`src/rtl/ftdi_pkt_loader.sv`:
```
// ftdi_pkt_loader: feeds a valid/ready byte stream into the FTDI 1k packet FIFO.
// Each packet is launched with a one-cycle load_1k strobe. A launch happens when the
// packet is full, when the input has been idle too long, or on an explicit flush.
// After the launch the block waits for the FIFO to drain, then holds off for a guard
// interval while the FTDI stage pads the packet out to 1024 bytes.
// Optional build macro PKT_SEQ_EN: prefixes every packet with an 8-bit sequence header.
module ftdi_pkt_loader #(
  parameter int PKT_BYTES    = 1024,
  parameter int IDLE_TIMEOUT = 4096,
  parameter int GUARD_CYCLES = 1040
) (
  input  logic        clock,
  input  logic        reset,
  input  logic [7:0]  in_data,
  input  logic        in_valid,
  output logic        in_ready,
  input  logic        flush,
  input  logic        wrq_full,
  input  logic        wrq_empty,
  output logic        wrreq,
  output logic [7:0]  data_wr,
  output logic        load_1k,
  output logic [15:0] pkt_count,
  output logic        busy
);

  localparam int BYTE_W  = $clog2(PKT_BYTES + 1);
  localparam int IDLE_W  = $clog2(IDLE_TIMEOUT + 1);
  localparam int GUARD_W = $clog2(GUARD_CYCLES + 1);

  localparam logic [BYTE_W-1:0]  BYTE_ONE   = BYTE_W'(1);
  localparam logic [BYTE_W-1:0]  BYTE_MAX   = BYTE_W'(PKT_BYTES);
  localparam logic [IDLE_W-1:0]  IDLE_MAX   = IDLE_W'(IDLE_TIMEOUT);
  localparam logic [IDLE_W-1:0]  IDLE_LAST  = IDLE_W'(IDLE_TIMEOUT - 1);
  localparam logic [GUARD_W-1:0] GUARD_MAX  = GUARD_W'(GUARD_CYCLES);
  localparam logic [GUARD_W-1:0] GUARD_LAST = GUARD_W'(GUARD_CYCLES - 1);

  typedef enum logic [2:0] {
    ST_IDLE  = 3'd0,
    ST_FILL  = 3'd1,
    ST_LOAD  = 3'd2,
    ST_DRAIN = 3'd3,
    ST_GUARD = 3'd4
`ifdef PKT_SEQ_EN
    ,
    ST_HDR   = 3'd5
`endif
  } state_t;

  state_t               state_reg, state_next;
  logic [BYTE_W-1:0]    byte_ct_reg, byte_ct_next;
  logic [IDLE_W-1:0]    idle_ct_reg, idle_ct_next;
  logic [GUARD_W-1:0]   guard_ct_reg, guard_ct_next;
  logic                 drain_armed_reg, drain_armed_next;
  logic [15:0]          pkt_count_reg, pkt_count_next;
`ifdef PKT_SEQ_EN
  logic [7:0]           seq_reg, seq_next;
`endif

  // Saturating increments: counters park at their terminal value instead of wrapping.
  logic [BYTE_W-1:0]    byte_ct_inc;
  logic [IDLE_W-1:0]    idle_ct_inc;
  logic [GUARD_W-1:0]   guard_ct_inc;

  assign byte_ct_inc  = (byte_ct_reg  == BYTE_MAX)  ? BYTE_MAX  : byte_ct_reg  + BYTE_W'(1);
  assign idle_ct_inc  = (idle_ct_reg  == IDLE_MAX)  ? IDLE_MAX  : idle_ct_reg  + IDLE_W'(1);
  assign guard_ct_inc = (guard_ct_reg == GUARD_MAX) ? GUARD_MAX : guard_ct_reg + GUARD_W'(1);

  // Raw combinational outputs before the reset gate.
  logic       ready_int;
  logic       wr_int;
  logic [7:0] data_int;
  logic       load_int;

  // State and counter registers with synchronous reset; a reset abandons any open packet.
  always_ff @(posedge clock) begin
    if (reset) begin
      state_reg       <= ST_IDLE;
      byte_ct_reg     <= '0;
      idle_ct_reg     <= '0;
      guard_ct_reg    <= '0;
      drain_armed_reg <= 1'b0;
      pkt_count_reg   <= '0;
`ifdef PKT_SEQ_EN
      seq_reg         <= '0;
`endif
    end else begin
      state_reg       <= state_next;
      byte_ct_reg     <= byte_ct_next;
      idle_ct_reg     <= idle_ct_next;
      guard_ct_reg    <= guard_ct_next;
      drain_armed_reg <= drain_armed_next;
      pkt_count_reg   <= pkt_count_next;
`ifdef PKT_SEQ_EN
      seq_reg         <= seq_next;
`endif
    end
  end

  // Next-state, counter updates and FIFO/handshake outputs.
  always_comb begin
    state_next       = state_reg;
    byte_ct_next     = byte_ct_reg;
    idle_ct_next     = idle_ct_reg;
    guard_ct_next    = guard_ct_reg;
    drain_armed_next = drain_armed_reg;
    pkt_count_next   = pkt_count_reg;
`ifdef PKT_SEQ_EN
    seq_next         = seq_reg;
`endif
    ready_int        = 1'b0;
    wr_int           = 1'b0;
    data_int         = 8'h00;
    load_int         = 1'b0;

    case (state_reg)
      ST_IDLE: begin
        byte_ct_next = '0;
        idle_ct_next = '0;
`ifdef PKT_SEQ_EN
        // Hold the first byte back; the header has to go into the FIFO ahead of it.
        if (in_valid && !wrq_full) begin
          state_next = ST_HDR;
        end
`else
        // The first byte is payload and is written straight away.
        ready_int = !wrq_full;
        if (in_valid && !wrq_full) begin
          wr_int       = 1'b1;
          data_int     = in_data;
          byte_ct_next = BYTE_ONE;
          state_next   = (BYTE_ONE == BYTE_MAX) ? ST_LOAD : ST_FILL;
        end
`endif
      end

`ifdef PKT_SEQ_EN
      ST_HDR: begin
        // Header byte occupies the first slot of the packet.
        wr_int       = 1'b1;
        data_int     = seq_reg;
        byte_ct_next = BYTE_ONE;
        idle_ct_next = '0;
        state_next   = (BYTE_ONE == BYTE_MAX) ? ST_LOAD : ST_FILL;
      end
`endif

      ST_FILL: begin
        ready_int = !wrq_full && (byte_ct_reg < BYTE_MAX);
        if (in_valid && ready_int) begin
          wr_int       = 1'b1;
          data_int     = in_data;
          byte_ct_next = byte_ct_inc;
          idle_ct_next = '0;
        end else begin
          // Stalls on wrq_full also count as idle so a stuck packet still launches.
          idle_ct_next = idle_ct_inc;
        end
        // Launch decisions look at the post-update counts, so a byte taken this cycle
        // (including one that arrives alongside flush) is part of the launched packet.
        if ((byte_ct_next == BYTE_MAX) ||
            (flush && (byte_ct_next != '0)) ||
            (idle_ct_next == IDLE_LAST)) begin
          state_next = ST_LOAD;
        end
      end

      ST_LOAD: begin
        load_int         = 1'b1;
        pkt_count_next   = pkt_count_reg + 16'd1;
        drain_armed_next = 1'b0;
`ifdef PKT_SEQ_EN
        seq_next         = seq_reg + 8'd1;
`endif
        state_next       = ST_DRAIN;
      end

      ST_DRAIN: begin
        // The first DRAIN cycle ignores wrq_empty: the FIFO flag may still reflect the
        // state before the launch was seen downstream.
        drain_armed_next = 1'b1;
        if (drain_armed_reg && wrq_empty) begin
          guard_ct_next = '0;
          state_next    = ST_GUARD;
        end
      end

      ST_GUARD: begin
        guard_ct_next = guard_ct_inc;
        if (guard_ct_reg == GUARD_LAST) begin
          byte_ct_next = '0;
          idle_ct_next = '0;
          state_next   = ST_IDLE;
        end
      end

      default: begin
        state_next = ST_IDLE;
      end
    endcase
  end

  // Outputs are forced quiet in the cycle reset is asserted.
  assign in_ready  = ready_int && !reset;
  assign wrreq     = wr_int && !reset;
  assign data_wr   = reset ? 8'h00 : data_int;
  assign load_1k   = load_int && !reset;
  assign pkt_count = pkt_count_reg;
  assign busy      = (state_reg != ST_IDLE);

endmodule

```
`config.mk`:
```
export PLATFORM = sky130hd
export DESIGN_NAME = ftdi_pkt_loader
export DESIGN_NICKNAME = d
export VERILOG_FILES = /design/src/rtl/ftdi_pkt_loader.sv
export SDC_FILE = /design/constraint.sdc
export NUM_CORES = 1
export LEC_CHECK = 0
export BUFFER_PORTS_ARGS = -buffer_cell sky130_fd_sc_hd__buf_4
export CORE_MARGIN = 2
export CORE_UTILIZATION = 58
export CTS_CLUSTER_DIAMETER = 150
export DETAILED_ROUTE_END_ITERATION = 8
export GPL_TIMING_DRIVEN = 0
export PLACE_DENSITY = 0.8
export SLEW_MARGIN = 20
export SYNTH_ARGS = -nofsm -noshare
export SYNTH_HDL_FRONTEND = slang
export SYNTH_SLANG_ARGS = --single-unit
```
`constraint.sdc`:
```
create_clock -name clock -period 2.88 [get_ports clock]
set_input_delay 0.576 -clock clock [delete_from_list [all_inputs] [get_ports clock]]
set_output_delay 0.576 -clock clock [all_outputs]
set_load 0.005 [all_outputs]
```
; Yosys cells after proc, flatten, opt, wreduce, memory -nomap -nowiden
; Index checks and enable logic that the tools add are counted.
[totals]
regBits = 55
input_bits = 14
out_inout_bits = 28
wordCells = 75
[op_classes]
add_sub_neg = 4
magnitude_cmp = 1
n_eq_ne = 14
mux = 29
reduce_logical = 21
[ops]
columns = op, n
row1 = 2-to-1 mux 11 bit, 6
row2 = 2-to-1 mux 13 bit, 4
row3 = equality test 11 bit (second input constant), 4
row4 = one-hot mux 13 bit (3 select lines), 1
row5 = one-hot mux 11 bit (3 select lines), 1
row6 = 2-to-1 mux 8 bit, 3
row7 = adder 11 x 1 -> 11 bit (second input constant), 2
row8 = one-hot mux 11 bit (2 select lines), 1
row9 = adder 16 x 1 -> 16 bit (second input constant), 1
row10 = one-hot mux 8 bit (2 select lines), 1
row11 = one-hot mux 3 bit (5 select lines), 1
row12 = adder 13 x 1 -> 13 bit (second input constant), 1
row13 = equality test 13 x 12 -> 1 bit (second input constant), 1
row14 = equality test 13 bit (second input constant), 1
row15 = 2-to-1 mux 3 bit, 4
row16 = less-than comparator 11 bit (second input constant), 1
row17 = nonzero test 11 bit, 1
row18 = logical AND 1 bit, 8
row19 = inequality test 2 bit (second input constant), 4
row20 = equality test 3 x 2 -> 1 bit (second input constant), 2
row21 = one-hot mux 1 bit (2 select lines), 3
row22 = nonzero test 3 bit, 2
row23 = 2-to-1 mux 1 bit, 4
row24 = AND reduction 2 bit, 2
row25 = 7 further kinds, 10

; Depth between registers and ports, before layout
; Gate-level depths: netlist (run 1).
[logic_depth]
depth_word = 11
depth_mapped = 8
depth_no_buf = 8

; Worst setup path before layout (run 1)
; No wires, ideal clock.
[synth_path]
path_type = input port to flip-flop
start = in wrq_full
end = reg state_reg[0]
setup_ns = 0.067
t_arrival_ns = 2.134
required_ns = 2.813
setup_slack_ns = 0.679
path_stages = 6
path_cell_list = or3b_4 > or4_1 > nand4_1 > a221o_2 > mux2_4 > o21ai_2
[synth_via]
elab_chain_cells = 11
elab_cells_between_ends = 17
classes_between = eq/ne: 4 / mux: 4 / reduce/logical: 9
[synth_lines]
columns = item, line_no
row1 = from (decl), 18  ; input logic wrq_full,
row2 = zero test 1 bit *, "128, 149"
row3 = logical AND 1 bit, 149  ; ready_int = !wrq_full && (byte_ct_reg < BYTE_MAX);
row4 = logical AND 1 bit, 150  ; if (in_valid && ready_int) begin
row5 = 2-to-1 mux 11 bit, 150
row6 = 2-to-1 mux 11 bit, 116  ; case (state_reg)
row7 = nonzero test 11 bit, 162  ; (flush && (byte_ct_next != '0)) ||
row8 = logical AND 1 bit, 162
row9 = logical OR 1 bit, 161  ; if ((byte_ct_next == BYTE_MAX) ||
row10 = logical OR 1 bit, 162
row11 = inequality test 2 bit (no source line), --
row12 = AND reduction 4 bit (no source line) *, --
row13 = to (signal assigned), 88  ; state_reg <= state_next;
row14 = to (decl), 50  ; state_t state_reg, state_next;
; Every way passes the cells marked *; elsewhere a longest branch is shown, timed or not. The select of a mux whose other input is x is not followed.
; A chain may end at the register's enable or synchronous reset.

; Worst setup path in the final report (run 1)
[layout_path]
start = reg state_reg[2]
end = out data_wr[7]
[layout_via]
elab_chain_cells = 3
elab_cells_between_ends = 4
classes_between = eq/ne: 1 / mux: 2 / reduce/logical: 1
[layout_lines]
columns = item, line_no
row1 = equality test 3 x 1 -> 1 bit / zero test 3 bit (equally long branches), 116
row2 = one-hot mux 8 bit (2 select lines) *, 116
row3 = 2-to-1 mux 8 bit *, 206  ; assign data_wr = reset ? 8'h00 : data_int;
row4 = to (decl), 21  ; output logic [7:0] data_wr,
; Every way passes the cells marked *; elsewhere a longest branch is shown, timed or not.

==> impl_metrics.tcl, run 1 <==
set metrics [dict create \
    p_int_mw 0.994 \
    grt_pass1_wl_mm 12.9 \
    antenna_cells 0 \
    placed_area_um2 3620 \
    syn_inst 417 \
    totalWireLength_mm 7.67 \
    htreeDepth 2 \
    ys_async_sr_fraction_pct 0 \
    rsz0062_at_grt "no" \
    critPathArrivalTime_ns 1.99 \
    cap_violations 0 \
    synth.distinct_cells 60 \
    synth_nets 438 \
    overflow 0 \
    numCtsBuffers 5 \
    p_switching_mw 0.361 \
    port_buffers 41 \
    grt_pass1_vias 2860 \
    via_per_inst 6.02 \
    clk_path_buf_depth 2 \
    powerDensity_nw_per_um2 365 \
    root_buffer "clkbuf_8" \
    hold_path.class "register to register" \
    r2r-start "state_reg[2]" \
    cts-resized-gates 0 \
    yosysMostFrequentCell "nor2_1" \
    die_x_um 78.6 \
    combPwrFrac_pct 9.8 \
    fill_cells 469 \
    status "completed" \
    total_power_mw 1.36 \
    period_needed_ns 2.56 \
    crit_required_ns 2.30 \
    clk_latency_ns 0.32 \
    ys_seq_area_share_pct 34.1 \
    start_util_pct 59.3 \
    dpl.hpwl_mm 5.49 \
    whs_ns 0.489 \
    clk_pin_slew_ns 0.11 \
    path_max_fanout 10 \
    coreArea_um2 5440 \
    synth_seq_cells 55 \
    die_area_um2 6170 \
    largest_reg_flops 16 \
    fin_crit_sh_pct 89.0 \
    hold_buffers 0 \
    crit_chain "clkbuf_1 > nor2_1 > nand2_1 > a21oi_1 > and2_1 > and3_1 > buf_4" \
    end_kind "output port" \
    slowest_stage "a21oi_1" \
    synth.top_cells.by_count "nor2_1, dfxtp_1, nand2_1" \
    slew_viol_final 0 \
    first_iter_violations 222 \
    critPathCapture "data_wr[7]" \
    syn_to_final_growth_pct 15.2 \
    ff2ff_setup_slack_ns 0.43 \
    timing.setup.tns_ns 0 \
    numClockSinks 55 \
    synth_ff_type "dfxtp_1" \
    r2r_end "idle_ct_reg[10]" \
    tightestPinTransition_ns 0.627 \
    p_seq_share_pct 56.8 \
    yosysWarnings 0 \
    yosys.area.top_type "dfxtp_1" \
    synth_edf_count 0 \
    cts_setup_buffers 0 \
    total_leakage_power_nw 1.41 \
    ioPinCount 42 \
    avgRoutedWirePerCell_um 14.3 \
    slowest_delay_ns 0.37 \
    startpoint "state_reg[2]" \
    route.antenna.remaining_nets 0 \
    finalHoldViolCount 0 \
    fmax_mhz 390 \
    final_nets 486 \
    drive_gt1_share_pct 14.4 \
    first_pass_iters 5 \
    die_y_um 78.6 \
    p_sw_share_pct 26.6 \
    cts_tree "built" \
    synthesis.area_um2 3230 \
    grt_start_max_net_pins 19 \
    p_clk_share_pct 33.4 \
    finish.utilization_pct 68.3 \
    dr_total_vias 3239 \
    rows 27 \
    crit_path_start_kind "register" \
    fin_skew_ns 0.00793 \
    syn_area_per_cell_um2 7.74 \
    synth.top_cell.area_share_pct 34.1 \
    synthTopCellsByArea "dfxtp_1, nor2_1, a21oi_1" \
    drc 0 \
    worstSetupPathType "register to output port" \
    ir_worst_vdd_uv 283 \
    relSlewSlack_pct 58.1 \
    r2r_cells 8 \
    grt.total_usage_pct 25.3 \
    setup_viol 0 \
    design_area_um2 3720 \
    place.gp.congestion 0.940 \
    antenna_found_initial 0 \
]
-- per-stage QoR --
step,cells,setup slack (ns)
finish,538,0.316
global route,538,0.0856
CTS,538,0.322
detailed placement,530,0.388
global placement,530,0.403
floorplan,417,0.679
-- logic make-up (layout without fill, tap and decap cells) --
kind of cell    count (synthesis)  after routing  synth area share (%)
xor+xnor                       16             16                  4.34
flops                          55             55                  34.1
compound gates                 96             96                  19.9
simple gates                  205            205                  33.5
fa+ha+maj                       7              7                  2.72
buf+inv                        36             85                  4.65
mux                             2              2                 0.776
-- cell usage in the layout (no fill, tap or decap), drive strengths merged, types with 3 or more instances in the layout --
cell type  instances
nor2              58
dfxtp             55
buf               48
nand2             39
a21oi             34
clkbuf            23
o21ai             22
and3              18
nand3             17
inv               12
xor2              11
nor3              10
nand4              9
a311oi             9
nor4               8
nor3b              8
and2               7
ha                 7
or3                5
xnor2              5
a22oi              5
a31oi              5
nand2b             4
nand4b             3
nor4b              3
and4               3
nor2b              3
a31o               3
-- final cells by class --
cell class	instances	area (um2)	area share [%]
Multi-Input combinational cell	326	1970	53.1
Inverter	11	41.3	1.11
Sequential cell	55	1100	29.6
Tap cell	72	90.1	2.42
Timing Repair Buffer	41	308	8.28
Clock inverter	3	23.8	0.640
Buffer	25	109	2.93
Clock buffer	5	68.8	1.85
-- routing by layer --
metal | global-route usage (%) | wire (um)
met3 | 3.79 | 512
met1 | 34.1 | 3650
met2 | 41.6 | 3420
met4 | 8.42 | 93
met5 | 0 | 0
-- worst max-delay path: cells and delay by family, from the launching register on --
kind                   cells  cell delay [ns]
buffers and inverters      2             0.30
AO/OA/AOI/OAI              1             0.37
AND/OR/NAND/NOR            4             0.67
flip-flops                 1             0.33
-- worst min-delay path by stage --
stage	slack [ns]	start	cells past startpoint	endpoint
2_1_floorplan	0.45	drain_armed_reg	2	drain_armed_reg
3_3_place_gp	0.46	drain_armed_reg	2	drain_armed_reg
3_5_place_dp	0.47	drain_armed_reg	2	drain_armed_reg
4_1_cts	0.49	drain_armed_reg	2	drain_armed_reg
5_1_grt	0.50	drain_armed_reg	2	drain_armed_reg
6_report	0.49	drain_armed_reg	2	drain_armed_reg
-- power groups by stage --
stage	sequential, mW	combinational [mW]	clock, mW
after floorplan	0.785	0.0801	0
final	0.769	0.133	0.453
after global placement	0.786	0.129	0
after global routing	0.770	0.147	0.479
after detailed placement	0.787	0.131	0
after CTS	0.769	0.132	0.460
(Power assumes the default switching activity.)
==> inputs of run 2 (changes only) <==
- ABC_AREA: default -> 1
==> run 2 against run 1 <==
Against the previous run:
- synthesized cell count increased by 29%
- non-clock buffer count fell by 11
- cell count grew 23%
- largest cell class unchanged
- largest power group unchanged
- highest routed layer unchanged
==> impl_metrics.tcl, run 2 <==
set metrics [dict create \
    end_kind "output port" \
    grt.total_usage_pct 26.5 \
    fmax_mhz 373 \
    htreeDepth 2 \
    synth_edf_count 0 \
    finalHoldViolCount 0 \
    syn_inst 537 \
    start_util_pct 60.4 \
    rsz0062_at_grt "no" \
    post-place-ws_ns 0.244 \
    relSlewSlack_pct 56.2 \
    root_buffer "clkbuf_8" \
    overflow 0 \
    die_y_um 80.2 \
    dr_total_vias 3595 \
    synthesis.area_um2 3370 \
    total_power_mw 1.65 \
    setup_viol 0 \
    path_max_fanout 10 \
    synth_ff_type "dfxtp_1" \
    antenna_found_initial 0 \
    synthTopCellsByArea "dfxtp_1, nand2_1, inv_1" \
    layout_commonest_cell "nand2_1" \
    synth.distinct_cells 36 \
    whs_ns 0.478 \
    grt_start_max_net_pins 17 \
    route.antenna.remaining_nets 0 \
    hold_buffers 0 \
    final_nets 608 \
    hold_path.class "register to register" \
    grt_pass1_wl_mm 13.8 \
    numCtsBuffers 5 \
    ys_async_sr_fraction_pct 0 \
    ioPinCount 42 \
    clk_path_buf_depth 2 \
    status "completed" \
    largest_reg_flops 16 \
    first_iter_violations 205 \
    antenna_cells 0 \
    port_buffers 41 \
    die_x_um 80.2 \
    r2r_end "state_reg[1]" \
    coreArea_um2 5570 \
    synth.top_cells.by_count "nand2_1, inv_1, nor2_1" \
    timing.setup.tns_ns 0 \
    clk_latency_ns 0.32 \
    clk_pin_slew_ns 0.10 \
    place.gp.congestion 0.986 \
    final_cell_mix "nand2_1, inv_1, nor2_1" \
    ff2ff_setup_slack_ns 0.69 \
    critPathArrivalTime_ns 2.10 \
    yosys.area.top_type "dfxtp_1" \
    ir_worst_vdd_uv 334 \
    r2r_cells 14 \
    period_needed_ns 2.68 \
    powerDensity_nw_per_um2 422 \
    cts_tree "built" \
    synth_nets 558 \
    rows 27 \
    syn_to_final_growth_pct 15.9 \
    numClockSinks 55 \
    yosysMostFrequentCell "nand2_1" \
    cap_violations 0 \
    slew_viol_final 0 \
    r2r-start "idle_ct_reg[1]" \
    fin_crit_sh_pct 93.0 \
    tightestPinTransition_ns 0.656 \
    synth.top_cell.area_share_pct 32.7 \
    first_pass_iters 5 \
    total_leakage_power_nw 1.56 \
    fin_skew_ns 0.0110 \
    fill_cells 516 \
    avgRoutedWirePerCell_um 12.5 \
    yosysWarnings 0 \
    via_per_inst 5.45 \
    synth_seq_cells 55 \
    startpoint "byte_ct_reg[10]" \
    worst_slack_ns 0.201 \
    syn_area_per_cell_um2 6.27 \
    totalWireLength_mm 8.28 \
    drive_gt1_share_pct 14.1 \
    die_area_um2 6430 \
    critPathCapture "data_wr[7]" \
    crit_required_ns 2.30 \
    ys_seq_area_share_pct 32.7 \
    worstSetupPathType "register to output port" \
    drc 0 \
    dpl.hpwl_mm 6.18 \
    finish.utilization_pct 70.1 \
    crit_path_start_kind "register" \
    grt_pass1_vias 3316 \
]
[run 2: how the worst min path moves through the flow]
| stage | cells past startpoint | to | slack (ns) | startpoint |
|---|---|---|---|---|
| after floorplan | 2 | byte_ct_reg[8] | 0.45 | byte_ct_reg[8] |
| after global placement | 2 | pkt_count[13] | 0.45 | pkt_count[13] |
| after detailed placement | 2 | pkt_count[13] | 0.46 | pkt_count[13] |
| after CTS | 2 | pkt_count[13] | 0.48 | pkt_count[13] |
| after global routing | 2 | pkt_count[13] | 0.50 | pkt_count[13] |
| final | 2 | pkt_count[13] | 0.48 | pkt_count[13] |
[run 2: per-layer routing]
layer	share of wire, %	GRT usage [%]
met3	5.2	4.83
met4	2.0	10.0
met1	44	32.4
met2	49	46.1
met5	0	0
[run 2: final cells by class]
cell class / instances / area (um2) / share of cell area, %
buffer: 12 / 57.6 / 1.47
clock buffer: 6 / 82.6 / 2.11
multi-input combinational: 391 / 1920 / 49.2
timing repair buffer: 43 / 323 / 8.27
tap: 72 / 90.1 / 2.31
inverter: 79 / 297 / 7.59
sequential: 55 / 1100 / 28.2
clock inverter: 2 / 35.0 / 0.897
[run 2: critical path, stage by stage (launching register included)]
cell and delay [ns]:
dfxtp_1 0.37, nor2_2 0.22, nand2_2 0.10, buf_6 0.16, buf_2 0.18, o22ai_1 0.16, nand2_1 0.22, nor3b_1 0.23
buf_4 0.14
[run 2: power breakdown]
group,internal [mW],switching [mW],total [mW]
Clock,0.282,0.258,0.540
Combinational,0.111,0.191,0.302
Sequential,0.779,0.0266,0.805
Total,1.17,0.475,1.65
[run 2: repair_timing]
action | 4_1_cts | 5_1_grt
endpoints found under the setup margin | 4 | 2
setup buffers | 0 | 2
resized for setup | 1 | 0
pin swaps | 0 | 1
[run 2: per-stage QoR]
stage,cells,cell area [um2]
6_report,660,3910
2_1_floorplan,537,3370
4_1_cts,658,3890
3_5_place_dp,650,3770
5_1_grt,660,3910
3_3_place_gp,650,3770
[run 2: kinds of logic after synthesis]
group / synth area share [%]
flops: 32.7
fa+ha+maj: 2.60
xor+xnor: 0.780
compound gates: 13.0
simple gates: 40.5
buf+inv: 10.5
